[config.mk]
export PLATFORM = sky130hd
export DESIGN_NAME = logic_unit_arbiter
export DESIGN_NICKNAME = d
export VERILOG_FILES = /design/src/rtl/logic_unit_arbiter.sv
export SDC_FILE = /design/constraint.sdc
export NUM_CORES = 1
export LEC_CHECK = 0
export BUFFER_PORTS_ARGS = -buffer_cell sky130_fd_sc_hd__buf_2
export CORE_ASPECT_RATIO = 0.75
export CORE_MARGIN = 3
export CORE_UTILIZATION = 35
export CTS_BUF_LIST = sky130_fd_sc_hd__clkbuf_16
export DETAILED_ROUTE_END_ITERATION = 10
export GPL_TIMING_DRIVEN = 0
export HOLD_SLACK_MARGIN = 0.05
export PLACE_DENSITY = 0.77
export RECOVER_POWER = 50
export SLEW_MARGIN = 20
export SYNTH_ARGS = -nofsm -noshare
export SYNTH_HDL_FRONTEND = slang
export SYNTH_SLANG_ARGS = --single-unit
[constraint.sdc]
create_clock -name clk -period 2.8 [get_ports clk]
set_input_delay 0.42 -clock clk [delete_from_list [all_inputs] [get_ports clk]]
set_output_delay 0.42 -clock clk [all_outputs]
set_load 0.01 [all_outputs]
[src/rtl/logic_unit_arbiter.sv]
// logic_unit_arbiter: round-robin arbiter feeding a shared logic unit with a one-entry output register
module logic_unit_arbiter #(
  parameter int N_REQ = 4,
  parameter int WIDTH = 32
) (
  input  logic                       clk,
  input  logic                       rstn,
  input  logic [N_REQ-1:0]           req_valid,
  output logic [N_REQ-1:0]           req_ready,
  input  logic [2*N_REQ-1:0]         req_op,
  input  logic [WIDTH*N_REQ-1:0]     req_a,
  input  logic [WIDTH*N_REQ-1:0]     req_b,
  output logic                       rsp_valid,
  input  logic                       rsp_ready,
  output logic [$clog2(N_REQ)-1:0]   rsp_id,
  output logic [WIDTH-1:0]           rsp_data
);
  localparam int IW = $clog2(N_REQ);
  logic [IW-1:0]    ptr;
  logic [IW-1:0]    gidx;
  logic             found;
  logic             fire;
  logic [1:0]       op;
  logic [WIDTH-1:0] a;
  logic [WIDTH-1:0] b;
  logic [WIDTH-1:0] result;
  // first valid requester at or after ptr, wrapping modulo N_REQ
  always_comb begin
    found = 1'b0;
    gidx  = '0;
    for (int k = 0; k < N_REQ; k++) begin
      int idx;
      idx = int'(ptr) + k;
      if (idx >= N_REQ) idx = idx - N_REQ;
      if (!found && req_valid[idx]) begin
        found = 1'b1;
        gidx  = IW'(idx);
      end
    end
  end
  // grant only when the slot is free (empty or draining this cycle) and reset is released
  always_comb begin
    fire      = rstn && found && (!rsp_valid || rsp_ready);
    req_ready = fire ? (N_REQ'(1) << gidx) : '0;
  end
  // shared logic unit on the winner's operands
  always_comb begin
    op     = req_op[2*gidx +: 2];
    a      = req_a[WIDTH*gidx +: WIDTH];
    b      = req_b[WIDTH*gidx +: WIDTH];
    result = op == 2'b00 ? ~a :
             op == 2'b01 ? a & b :
             op == 2'b10 ? a | b : a ^ b;
  end
  // output slot and round-robin pointer
  always_ff @(posedge clk) begin
    if (!rstn) begin
      ptr       <= '0;
      rsp_valid <= 1'b0;
      rsp_id    <= '0;
      rsp_data  <= '0;
    end else if (fire) begin
      ptr       <= (int'(gidx) == N_REQ - 1) ? '0 : gidx + IW'(1);
      rsp_valid <= 1'b1;
      rsp_id    <= gidx;
      rsp_data  <= result;
    end else if (rsp_ready) begin
      rsp_valid <= 1'b0;
    end
  end
endmodule

---- Word-level counts from Yosys, hierarchy flattened ----
Index checks and enable logic that the tools add are counted.
word-level totals
  bits in registers ....................... 37
  output and inout port bits .............. 39
  word-level logic and storage cells ...... 74
cells by class
  add/sub/neg operators ................... 8
  equal/unequal tests ..................... 3
  muxes and demuxes ....................... 31
  reduce and logical (&&, ||, !) cells .... 12
  shift operators ......................... 4
  bitwise gates (word level) .............. 4
  $lt $le $gt $ge ......................... 8
operators with widths
  operator               number
  $shiftx A128 B8 Y32    2
  $mux W32               7
  $lt A32 B4 Y1 const B  4
  $and A32 B32 Y32       1
  $not A32 Y32           1
  $or A32 B32 Y32        1
  $xor A32 B32 Y32       1
  $mux W1                14
  $sub A3 B3 Y4 const B  3
  $mux W2                5
  $ge A3 B3 Y1 const B   3
  $bmux W1 S2            4
  $shiftx A8 B4 Y2       1
  $add A2 B2 Y3 const B  2
  $logic_and A1 B1 Y1    5
  $eq A2 B1 Y1 const B   2
  $logic_not A1 Y1       4
  $mux W4                1
  $shl A1 B2 Y4 const A  1
  $sub A2 B3 Y4 const B  1
  $add A2 B1 Y3 const B  1
  $ge A2 B3 Y1 const B   1
  $add A2 B1 Y2 const B  1
  $eq A2 B2 Y1 const B   1
  other kinds (3)        3

---- Logic depth before layout (Yosys ltp) ----
  depth after elaboration ................. 20
  gate-level depth with buffers ........... 15

---- Worst setup path after synthesis ----
Ideal clock, no wire load.
  kind .................................... input to register
  from .................................... in req_valid[0]
  to ...................................... reg rsp_data[22]
  arrival ................................. 2.646 ns
  stages on the path ...................... 14
  setup time .............................. 0.122 ns
  path slack .............................. 0.032 ns
  cells stage by stage .................... a21oi_1 > o21a_1 > o22a_1 > buf_2 > buf_6 > buf_2 > buf_2 > mux2i_1 > nand2_1 > and2_1 > ha_1 > nand2_1 > a21oi_1 > a221o_1
between the ends
  cells in the longest elaborated chain, start to end .. 18
  elaborated cells between the ends (all ways) .. 41
RTL lines
  element                                            line  source
  start: declaration                                 8     input logic [N_REQ-1:0] req_valid,
  $bmux W1 S2                                        35    if (!found && req_valid[idx]) begin
  $mux W1 (implied by the code) (2 in series)        35
  $mux W1                                            35
  $logic_not A1 Y1                                   35
  $logic_and A1 B1 Y1                                35
  $mux W1                                            35
  $logic_not A1 Y1                                   35
  $logic_and A1 B1 Y1                                35
  $mux W1                                            35
  $logic_not A1 Y1                                   35
  $logic_and A1 B1 Y1                                35
  $mux W2                                            35
  $shiftx A128 B8 Y32, or another cell as far along  49    a = req_a[WIDTH*gidx +: WIDTH];
  $xor A32 B32 Y32, or another cell as far along     53    op == 2'b10 ? a | b : a ^ b;
  $mux W32                                           53
  $mux W32                                           52    op == 2'b01 ? a & b :
  $mux W32                                           51    result = op == 2'b00 ? ~a :
  end signal: assignment                             66    rsp_data <= result;
  end: declaration                                   16    output logic [WIDTH-1:0] rsp_data
Parallel ways exist; a longest one is shown, timed or not. The select of a mux whose other input is x is not followed.
A chain may end at the register's enable or synchronous reset.

---- Final worst setup path ----
  from .................................... reg ptr[1]
  to ...................................... reg rsp_data[18]
between the ends
  cells in the longest elaborated chain, start to end .. 20
  elaborated cells between the ends (all ways) .. 56
RTL lines
  element                                                 line  source
  start: declaration                                      19    logic [IW-1:0] ptr;
  start signal: assignment                                63    ptr <= (int'(gidx) == N_REQ - 1) ? '0 : gidx + IW'(1);
  branches (longest 20 deep; another with $sub A3 B3 Y4)  --
Several ways; the timed one is not identified. The select of a mux whose other input is x is not followed.

==> out/qor.yml <==
power.density_nw_per_um2: 612
clk_pin_slew_ns: 0.07
nets: 1348
start_util_pct: 35.9
io_buffers: 309
post-route-util_pct: 51.9
tns_ns: 0
synthSimpleGateAreaFrac_pct: 14.9
seq_area_frac_synth_pct: 13.5
endpoint_kind: "register"
grt_pass1_vias: 5684
yosys-mux-area-fraction_pct: 36.2
synthCells: 681
fin_crit_sh_pct: 97.0
crit_path_start_kind: "register"
firstDrtPassIters: 7
synth_seq_cells: 37
synth_top_flop_cell: "dfxtp_1"
grt_antenna_before_repair: 1
worst-path-max-fanout: 10
critPathRequiredTime_ns: 2.97
synth.distinct_cells: 31
drive_gt1_share_pct: 40.8
cts_tree: "built"
timing.slew.headroom_pct: 51.6
setup_viol_count_final: 0
drtIter0Drc: 321
cp_data_arrival_time_ns: 2.88
post-route-min-period_ns: 2.72
outcome: "complete, no violations"
ys_warn_count: 0
synth_xor_area_share_pct: 0
cts.sinks: 37
grt-ovfl-total: 0
grt_use_total_pct: 22.0
root_buffer: "clkbuf_16"
syn_nets: 1020
vias: 6133
die-area_um2: 17300
hold_path.class: "input port to register"
rsz0062_at_grt: "yes"
avgSynthCellArea_um2: 8.07
synth.most_common_cell: "mux2i_1"
ys_top_cells_by_area: "mux2i_1 35%, ha_1 15%, dfxtp_1 13%"
ios: 310
synth_top_area_share_pct: 35.1
grt_max_degree: 12
vdd_ir_drop_max_uv: 192
p_leak_nw: 4.41
drc: 0
fmax_mhz: 368
synth_area_leader_cell: "mux2i_1"
routedWlPerCell_um: 17.1
synth_fa_ha_area_share_pct: 15.5
gp_congestion: 0.867
clk_latency_ns: 0.29
tightest_slew_ns: 0.726
ff2ff_setup_slack_ns: 0.08
cap_violations: 0
synth_compound_area_share_pct: 10.6
synth_top_family_by_area: "multiplexers"
fp.dieH_um: 115
rows: 39
final_antenna_net_count: 0
viasPerCell: 5.04
fp.dieW_um: 151
htreeDepth: 2
finalHoldViolations: 0
numCtsBuffers: 5
clockBufferDepth: 2
worstSetupPathType: "register to register"
wirelength_mm: 20.8
post-dp-hpwl_mm: 16.0
ys_top_cells_by_count: "193 x mux2i_1, 132 x nand2_1, 71 x inv_1"
clock_skew_ns: 0.00987
synthArstFlopShare_pct: 0
grt_pass1_wl_mm: 29.8
core_um2: 15300
drv_slew: 0
netlist_area_um2: 5500
synth_edf_count: 0
area_growth_pct: 44.7
-- metal layers --
| layer | vias to the layer above | part of all wire, % | GRT usage (%) |
|---|---|---|---|
| met5 | - | 0 | 0 |
| met4 | 0 | 0.91 | 3.62 |
| met3 | 15 | 7.8 | 3.76 |
| met2 | 257 | 48 | 37.9 |
| met1 | 2861 | 43 | 29.4 |
| li1 | 3000 | - | - |
-- sequential cells by signal (all words and copies together), names as in the netlist --
| signal | flops |
|---|---|
| ptr | 2 |
| rsp_data | 32 |
| rsp_id | 2 |
| rsp_valid | 1 |
-- layout make-up --
cell class                 instances  area [um2]
sequential                        37         743
clock buffer                       5         125
tap                              205         256
clock inverter                     3        13.8
inverter                          72         272
fill                            1437        7360
timing repair buffer             322        1720
buffer                            45         442
multi-input combinational        526        4380
antenna                            1        2.50
-- report_power, final --
group | switching, mW | internal, mW | leakage (nW)
logic | 1.83 | 1.64 | 4.03
clock network | 0.249 | 0.325 | 0.0748
registers | 0.100 | 0.723 | 0.308
-- stage by stage --
| stage | setup slack, ns | instances | cell area (um2) | power (mW) | hold WS (ns) |
|---|---|---|---|---|---|
| 6_report | 0.0836 | 1216 | 7960 | 4.87 | 0.454 |
| 5_1_grt | -0.0312 | 1216 | 7960 | 5.26 | 0.467 |
| 4_1_cts | 0.00857 | 1210 | 7640 | 4.61 | 0.448 |
| 3_5_place_dp | -0.789 | 1195 | 7300 | 3.87 | 0.467 |
| 3_3_place_gp | -0.700 | 1195 | 7300 | 3.80 | 0.460 |
| 2_1_floorplan | 0.0319 | 681 | 5500 | 2.89 | 0.458 |
-- final timing paths --
check                from           end  depth (start not counted)
min reg2reg  rsp_data[27]  rsp_data[27]                          1
max reg2reg        ptr[1]  rsp_data[18]                         10
max                ptr[1]  rsp_data[18]                         10
min                  rstn     rsp_id[0]                          2
-- cells by family (layout without fill, tap and decap cells) --
logic type	after synthesis	in the layout
buffers and inverters	118	447
muxes	196	196
DFF	37	37
other	0	1
AOI/OAI and AO/OA	78	78
and+or+nand+nor	184	184
adders and majority gates	68	68
-- placed cells by master, fill, tap and decap left out, types with 2 or more instances in the layout --
cell type / count
clkinv_2: 3
mux2i_1: 180
clkbuf_1: 5
clkbuf_16: 8
buf_8: 5
buf_12: 6
a21oi_2: 4
a21oi_1: 33
ha_4: 3
buf_2: 322
nand2_1: 131
inv_1: 72
and2_4: 13
nor2b_1: 4
clkbuf_2: 3
a221o_1: 32
nand3_1: 4
o21ai_0: 3
ha_1: 65
buf_6: 9
buf_16: 2
dfxtp_1: 35
and2_1: 24
mux2i_2: 12
buf_4: 11
mux4_2: 2
dfxtp_2: 2
nand2b_1: 3
-- critical path: stages, from the launching register on --
cell and delay [ns]:
dfxtp_2 0.32, buf_6 0.11, mux2i_2 0.24, o22ai_2 0.14, nor2_4 0.25, buf_6 0.16, mux4_2 0.50, buf_4 0.21
buf_6 0.18, mux2i_1 0.13, a221o_1 0.35
-- timing repair --
action / CTS / global route
pin swaps: 1 / 7
hold buffers: 0 / 0
gates resized for setup: 39 / 71
cloned: 1 / 3
setup endpoints to repair: 36 / 36
buffers inserted: 6 / 3
No activity file was read; power rests on OpenSTA's default activity.
